File: config.mk
export PLATFORM = sky130hd
export DESIGN_NAME = stage12_fifo_ctrl
export DESIGN_NICKNAME = d
export VERILOG_FILES = /design/src/rtl/stage12_fifo_ctrl.sv
export SDC_FILE = /design/constraint.sdc
export NUM_CORES = 1
export LEC_CHECK = 0
export CORE_AREA = 2 2 51 53
export CTS_CLUSTER_SIZE = 24
export DETAILED_ROUTE_END_ITERATION = 10
export DIE_AREA = 0 0 53 55
export PLACE_DENSITY_LB_ADDON = 0.2
export SETUP_SLACK_MARGIN = 0.02
export SLEW_MARGIN = 20
export SYNTH_ARGS = -nofsm -noshare
export SYNTH_HDL_FRONTEND = slang
export SYNTH_SLANG_ARGS = --single-unit
File: constraint.sdc
create_clock -name clk -period 1.9 [get_ports clk]
set_clock_uncertainty 0.2 [all_clocks]
set_input_delay 0.19 -clock clk [delete_from_list [all_inputs] [get_ports clk]]
set_output_delay 0.19 -clock clk [all_outputs]
set_load 0.005 [all_outputs]
File: src/rtl/stage12_fifo_ctrl.sv
// Sequencer for the 12-deep layer-3 line-buffer delay line feeding a 3x3 convolution window.
// Define STAGE12_CTRL_STALL_CNT_EN to add the saturating stall_cnt output.
module stage12_fifo_ctrl #(
  parameter int unsigned IMG_W = 15,
  parameter int unsigned IMG_H = 15,
  parameter int unsigned CW    = $clog2(IMG_W),
  parameter int unsigned RW    = $clog2(IMG_H)
) (
  input  logic          clk,
  input  logic          rst,
  input  logic          start,
  input  logic          in_valid,
  output logic          in_ready,
  output logic          shift_en,
  output logic          win_valid,
  input  logic          win_ready,
  output logic [RW-1:0] win_row,
  output logic [CW-1:0] win_col,
  output logic          busy,
  output logic          done
`ifdef STAGE12_CTRL_STALL_CNT_EN
  ,
  output logic [15:0]   stall_cnt
`endif
);

  typedef enum logic [1:0] {StIdle, StRun, StFlush} state_e;

  localparam logic [CW-1:0] ColLast = CW'(IMG_W - 1);
  localparam logic [RW-1:0] RowLast = RW'(IMG_H - 1);

  state_e        state_q, state_d;
  logic [CW-1:0] col_q, col_d;
  logic [RW-1:0] row_q, row_d;
  logic          win_valid_q, win_valid_d;
  logic [RW-1:0] win_row_q, win_row_d;
  logic [CW-1:0] win_col_q, win_col_d;
  logic          acc;
  logic          last_pix;

  always_comb begin
    in_ready = (state_q == StRun) && !(win_valid_q && !win_ready);
    acc      = in_valid && in_ready;
    shift_en = acc;
    last_pix = (row_q == RowLast) && (col_q == ColLast);
    done     = (state_q == StFlush) && (!win_valid_q || win_ready);
    busy     = (state_q != StIdle);

    state_d     = state_q;
    col_d       = col_q;
    row_d       = row_q;
    win_valid_d = win_valid_q;
    win_row_d   = win_row_q;
    win_col_d   = win_col_q;

    unique case (state_q)
      StIdle: begin
        if (start) begin
          state_d = StRun;
          col_d   = '0;
          row_d   = '0;
        end
      end
      StRun: begin
        if (acc && last_pix) state_d = StFlush;
      end
      StFlush: begin
        if (done) state_d = StIdle;
      end
      default: state_d = StIdle;
    endcase

    if (acc) begin
      if (col_q == ColLast) begin
        col_d = '0;
        row_d = row_q + RW'(1);
      end else begin
        col_d = col_q + CW'(1);
      end
    end

    // A new window overrides consumption of the old one in the same cycle.
    if (acc && (row_q >= RW'(2)) && (col_q >= CW'(2))) begin
      win_valid_d = 1'b1;
      win_row_d   = row_q - RW'(2);
      win_col_d   = col_q - CW'(2);
    end else if (win_ready) begin
      win_valid_d = 1'b0;
    end
  end

  always_ff @(posedge clk or posedge rst) begin
    if (rst) begin
      state_q     <= StIdle;
      col_q       <= '0;
      row_q       <= '0;
      win_valid_q <= 1'b0;
      win_row_q   <= '0;
      win_col_q   <= '0;
    end else begin
      state_q     <= state_d;
      col_q       <= col_d;
      row_q       <= row_d;
      win_valid_q <= win_valid_d;
      win_row_q   <= win_row_d;
      win_col_q   <= win_col_d;
    end
  end

  assign win_valid = win_valid_q;
  assign win_row   = win_row_q;
  assign win_col   = win_col_q;

`ifdef STAGE12_CTRL_STALL_CNT_EN
  logic [15:0] stall_cnt_q, stall_cnt_d;

  always_comb begin
    stall_cnt_d = stall_cnt_q;
    if ((state_q == StIdle) && start) begin
      stall_cnt_d = '0;
    end else if ((state_q == StRun) && in_valid && !in_ready && (stall_cnt_q != 16'hFFFF)) begin
      stall_cnt_d = stall_cnt_q + 16'd1;
    end
  end

  always_ff @(posedge clk or posedge rst) begin
    if (rst) begin
      stall_cnt_q <= '0;
    end else begin
      stall_cnt_q <= stall_cnt_d;
    end
  end

  assign stall_cnt = stall_cnt_q;
`endif

endmodule

Word-level counts from Yosys, hierarchy flattened
Cells that the tools add are included.

word-level totals
  bits in registers = 19
  input port bits = 5
  output and inout port bits = 13

cells by class
  $add $sub $neg = 4
  magnitude comparators = 2
  eq/ne operators = 7
  mux-type cells = 14
  reduce and logical (&&, ||, !) cells = 19

operators with widths
  kind                                                                                 count
  4-bit two-way mux                                                                    8
  4-bit by 1-bit adder with 4-bit output, second input constant                        2
  4-bit equality test, second input constant                                           2
  4-bit by 2-bit greater-or-equal comparator with 1-bit output, second input constant  2
  1-bit logical AND                                                                    8
  2-bit nonzero test                                                                   4
  4-bit by 2-bit subtractor with 4-bit output, second input constant                   2
  2-bit two-way mux                                                                    3
  2-bit one-hot mux with 3 select lines                                                1
  2-bit != test, second input constant                                                 2
  1-bit zero test                                                                      3
  3-bit AND reduction                                                                  1
  2-bit by 1-bit equality test with 1-bit output, second input constant                1
  2-bit equality test, second input constant                                           1
  2-bit zero test                                                                      1
  1-bit two-way mux                                                                    2
  2-bit by 1-bit != test with 1-bit output, second input constant                      1
  2-bit AND reduction                                                                  1
  1-bit logical OR                                                                     1

Depth between registers and ports, before layout
  word-level depth = 8
  gate-level depth with buffers = 6
  depth with buffers taken out = 6

Worst setup path before layout
No wires, ideal clock.

  path type = register -> register
  start = register col_q[0]
  end = register win_col_q[0] (netlist: win_col[0])
  library setup time = 0.125 ns
  arrival time = 1.493 ns
  setup slack = 0.082 ns
  cell stages (with the launch flop) = 6
  path buffers = 0
  cells stage by stage = dfrtp_1 -> inv_1 -> ha_1 -> nor4_2 -> nor3_4 -> mux2_4

between the ends
  cells in the longest elaborated chain, start to end = 2
  elaborated cells on any way between the ends = 3
  those cells by class = add/sub (1); order compare (1); reduce/logical (1)

ends and longest elaborated chain
  element                                                       line  RTL
  start: declaration                                            33    logic [CW-1:0] col_q, col_d;
  start signal: assignment                                      102   col_q <= col_d;
  4-bit by 2-bit greater-or-equal comparator with 1-bit output  83    if (acc && (row_q >= RW'(2)) && (col_q >= CW'(2))) begin
  1-bit logical AND                                             83
  end signal: assignment                                        106   win_col_q <= win_col_d;
  end: declaration                                              37    logic [CW-1:0] win_col_q, win_col_d;

Parallel ways exist; a longest one is shown, timed or not.
A chain may end at the register's enable or synchronous reset.

Final worst setup path
  start = register row_q[1]
  end = register win_row_q[0] (netlist: win_row[0])

between the ends
  cells in the longest elaborated chain, start to end = 3

ends and longest elaborated chain
  element                                                       line  RTL
  start: declaration                                            34    logic [RW-1:0] row_q, row_d;
  start signal: assignment                                      103   row_q <= row_d;
  4-bit by 2-bit greater-or-equal comparator with 1-bit output  83
  1-bit logical AND (2 in series)                               83
  end signal: assignment                                        105   win_row_q <= win_row_d;
  end: declaration                                              36    logic [RW-1:0] win_row_q, win_row_d;

Every way passes these cells.

==> load_flow_metrics.sql <==
INSERT INTO impl_metrics (metric_group, metric, value, unit) VALUES
('status', 'outcome', 'complete, no violations', ''),
('place', 'placed_area', '0.00137', 'sq mm'),
('route', 'drt_iter0_markers', '8', ''),
('critical_path', 'worstSetupEndpointType', 'flip-flop', ''),
('route', 'routed-wl-met2', '1100', 'um'),
('yosys', 'synthesis.nets', '108', ''),
('critical_path', 'worst-path-buf-inv', '2', ''),
('power_and_ir_drop', 'ir_drop', '478', 'uV'),
('clock_tree', 'clk-insertion-delay-late', '300', 'ps'),
('run', 'drv_cap', '0', ''),
('critical_path', 'cp_cell_sequence', 'ha_1 -> nor4_2 -> buf_4 -> nor3_4 -> buf_4 -> mux2_4', ''),
('place', 'globalplace.congestion', '0.786', ''),
('critical_path', 'timing.critical_path.fanout_max', '6', ''),
('route', 'detail_route.drc_violations', '0', ''),
('final_layout', 'areaGrowthSynthToFinish', '41.4', '%'),
('route', 'm1WireLength', '1110', 'um'),
('route', 'via_count', '836', ''),
('power_and_ir_drop', 'total_power_divided_by_cell_area', '731', 'mW/mm^2'),
('floorplan', 'die-height', '55', 'um'),
('timing', 'tns', '0', 'ps'),
('global_route', 'grt_overflow_total', '0', ''),
('clock_tree', 'cts_buffers', '3', ''),
('power_and_ir_drop', 'design_power_total', '1.07', 'mW'),
('critical_path', 'timing.critical_path.required', '1900', 'ps'),
('floorplan', 'floorplan.die_area', '0.00292', 'sq mm'),
('worst_hold_path', 'holdCritPathClass', 'flip-flop to flip-flop', ''),
('route', 'wl_met3', '60', 'um'),
('clock_tree', 'clk_pin_slew_worst_paths', '120', 'ps'),
('yosys', 'syn-instance-count', '95', ''),
('floorplan', 'initial_utilization', '0.436', ''),
('route', 'drtAntennaViolNets', '0', ''),
('final_layout', 'design.final.nets', '152', ''),
('floorplan', 'row_count', '18', ''),
('clock_tree', 'cts_tree', 'done', ''),
('timing', 'finalSetupViolCount', '0', ''),
('critical_path', 'crit_path_top_delay_cell', 'sky130_fd_sc_hd__dfrtp_2', ''),
('place', 'io_buffers', '17', ''),
('power_and_ir_drop', 'power_leakage', '0.699', 'nW'),
('timing', 'rsz0062_at_grt', 'false', ''),
('route', 'vias_per_cell', '4.98', ''),
('route', 'drt_pre_antenna_iters', '4', ''),
('critical_path', 'setup_crit_start_kind', 'flip-flop', ''),
('final_layout', 'post_route_cells_drive_above_1_share', '0.290', ''),
('timing', 'max-slew-margin-rel', '0.795', ''),
('yosys', 'post_synth_instance_area', '0.00103', 'sq mm'),
('yosys', 'ys_seq_elements', '19', ''),
('critical_path', 'critical_path_arrival', '1790', 'ps'),
('global_route', 'antenna_violations_before_repair', '0', ''),
('global_route', 'maximum_number_of_pins_on_one_net_before_global_route_repair', '14', ''),
('yosys', 'synthesis.yosys.warnings', '0', ''),
('clock_tree', 'clock-sinks', '19', ''),
('critical_path', 'crit_type', 'flip-flop to flip-flop', ''),
('critical_path', 'dominant_cell_type_by_count_on_the_critical_path', 'sky130_fd_sc_hd__buf_4', ''),
('critical_path', 'crit_path_max_incr_delay', '440', 'ps'),
('timing', 'finalWorstPathRequiredPeriod', '1790', 'ps'),
('clock_tree', 'cts_htree_levels', '1', ''),
('global_route', 'global_route_wire_length_before_repair', '3730', 'um'),
('floorplan', 'design.portCount', '18', ''),
('timing', 'achievable-frequency', '560', 'MHz'),
('floorplan', 'dieWidth', '53', 'um'),
('critical_path', 'cpLargestDelayFamily', 'flip-flops', ''),
('route', 'finalWirelength', '2290', 'um'),
('timing', 'post-route-period-util', '0.940', ''),
('floorplan', 'placeableCoreArea', '0.00236', 'sq mm'),
('yosys', 'post_synth.cell_area_avg', '10.9', 'sq um'),
('yosys', 'yosysSeqAreaShare', '0.461', ''),
('timing', 'timing_worst_slew_pin_value', '306', 'ps'),
('route', 'avgRoutedWirePerCell', '13.6', 'um'),
('yosys', 'netlist-cell-type-count', '27', ''),
('timing', 'final_hold_viol_count', '0', ''),
('place', 'dpl.hpwl', '1690', 'um'),
('timing', 'finalMaxSlewViolations', '0', ''),
('clock_tree', 'clock-root-buffer', 'sky130_fd_sc_hd__clkbuf_4', ''),
('clock_tree', 'cts_max_path_buffers', '2', ''),
('final_layout', 'final_cell_area', '0.00146', 'sq mm'),
('global_route', 'grt_pass1_vias', '859', ''),
('route', 'route.top_layer_used', 'met4', ''),
('final_layout', 'diode_insertion_count_for_antenna_repair', '0', ''),
('global_route', 'global_route.usage.total', '0.185', '');
-- logic make-up after synthesis --
logic type	count (synthesis)	synth area share
simple gates	33	0.221
flops	19	0.461
fa+ha+maj	8	0.0971
buf+inv	10	0.0364
mux	4	0.0583
compound gates	19	0.109
xor+xnor	2	0.0170
-- what timing repair did --
item	in CTS	in global routing
gates resized for setup	7	4
hold buffers	1	0
endpoints found under the setup margin	4	9
setup buffers	4	0
hold endpoints to repair	6	0
pin swaps	1	0
-- power by group --
| group | total (mW) | internal (mW) | switching (mW) |
|---|---|---|---|
| combinational | 0.364 | 0.188 | 0.176 |
| clock | 0.206 | 0.0784 | 0.128 |
| sequential | 0.496 | 0.446 | 0.0503 |
-- cells in the mapped netlist --
cell,number,area share
sky130_fd_sc_hd__dfrtp_1,19,0.46
sky130_fd_sc_hd__inv_1,10,0.036
sky130_fd_sc_hd__ha_1,8,0.097
sky130_fd_sc_hd__nand3_1,8,0.039
sky130_fd_sc_hd__a21oi_1,7,0.034
sky130_fd_sc_hd__o21ai_0,5,0.024
sky130_fd_sc_hd__mux2_4,4,0.058
sky130_fd_sc_hd__nand2_1,4,0.015
sky130_fd_sc_hd__nor2_1,3,0.011
sky130_fd_sc_hd__and2_1,2,0.012
sky130_fd_sc_hd__and3_1,2,0.012
sky130_fd_sc_hd__nand2b_1,2,0.012
sky130_fd_sc_hd__nand4_1,2,0.012
sky130_fd_sc_hd__nor4_2,2,0.024
sky130_fd_sc_hd__o22ai_1,2,0.012
sky130_fd_sc_hd__o31ai_1,2,0.015
sky130_fd_sc_hd__or3_1,2,0.012
sky130_fd_sc_hd__xor2_1,2,0.017
sky130_fd_sc_hd__a21o_1,1,0.0073
sky130_fd_sc_hd__and2b_1,1,0.0073
sky130_fd_sc_hd__nand3_4,1,0.017
sky130_fd_sc_hd__nand4_2,1,0.012
sky130_fd_sc_hd__nor2b_4,1,0.013
sky130_fd_sc_hd__nor3_4,1,0.016
sky130_fd_sc_hd__o211ai_1,1,0.0073
sky130_fd_sc_hd__o32a_1,1,0.0097
sky130_fd_sc_hd__or2_1,1,0.0061
-- per-stage QoR --
stage / hold WS, ps / cells / setup slack (ps) / utilization
after floorplan: -58.9 / 95 / 82.0 / -
after global placement: 239 / 159 / -46.2 / 0.578
after detailed placement: 244 / 159 / -84.5 / 0.578
after CTS: 335 / 168 / 40.2 / 0.612
after global routing: 354 / 168 / 27.7 / 0.616
final: 340 / 168 / 114 / 0.616
-- sequential cells by signal, indices dropped and copies added (netlist names) --
register,count
col_q,4
row_q,4
win_col,4
win_row,4
state_q,2
win_valid,1
-- routing by layer --
| metal | up-vias | global-route usage |
|---|---|---|
| met5 | - | 0 |
| met4 | 0 | 0.0897 |
| met3 | 2 | 0.0269 |
| met2 | 9 | 0.321 |
| met1 | 401 | 0.228 |
| li1 | 424 | - |
-- cell usage in the layout (no fill, tap or decap), types with 3 or more instances in the layout --
cell                              netlist  routed
sky130_fd_sc_hd__nand2_1                4       4
sky130_fd_sc_hd__dfrtp_1               19      18
sky130_fd_sc_hd__ha_1                   8       7
sky130_fd_sc_hd__nand3_1                8       8
sky130_fd_sc_hd__a21oi_1                7       7
sky130_fd_sc_hd__dlygate4sd2_1          0       3
sky130_fd_sc_hd__inv_1                 10       9
sky130_fd_sc_hd__clkbuf_4               0       3
sky130_fd_sc_hd__clkdlybuf4s50_1        0      13
sky130_fd_sc_hd__buf_4                  0      21
sky130_fd_sc_hd__mux2_4                 4       4
sky130_fd_sc_hd__o21ai_0                5       5
-- final timing paths --
kind | from | slack (ps) | depth (start not counted) | endpoint
worst min-delay path | win_row[3]$_DFFE_PP0P_ | 340 | 1 | win_row[3]$_DFFE_PP0P_
worst max-delay path | row_q[1]$_DFF_PP0_ | 110 | 6 | win_row[0]$_DFFE_PP0P_
worst min register to register | win_row[3]$_DFFE_PP0P_ | 340 | 1 | win_row[3]$_DFFE_PP0P_
max in group asynchronous | rst | 550 | 4 | state_q[0]$_DFFE_PP0P_
min in group asynchronous | rst | 460 | 3 | win_col[3]$_DFFE_PP0P_
worst max register to register | row_q[1]$_DFF_PP0_ | 110 | 6 | win_row[0]$_DFFE_PP0P_
-- area by class of cell --
class	instances	area (sq um)
fill	214	907
multi-input combinational	66	542
sequential	19	477
timing repair buffer	39	337
inverter	10	37.5
tap	30	37.5
clock buffer	3	22.5
clock inverter	1	5.00
Note: power is estimated with default switching activity, not from simulation.
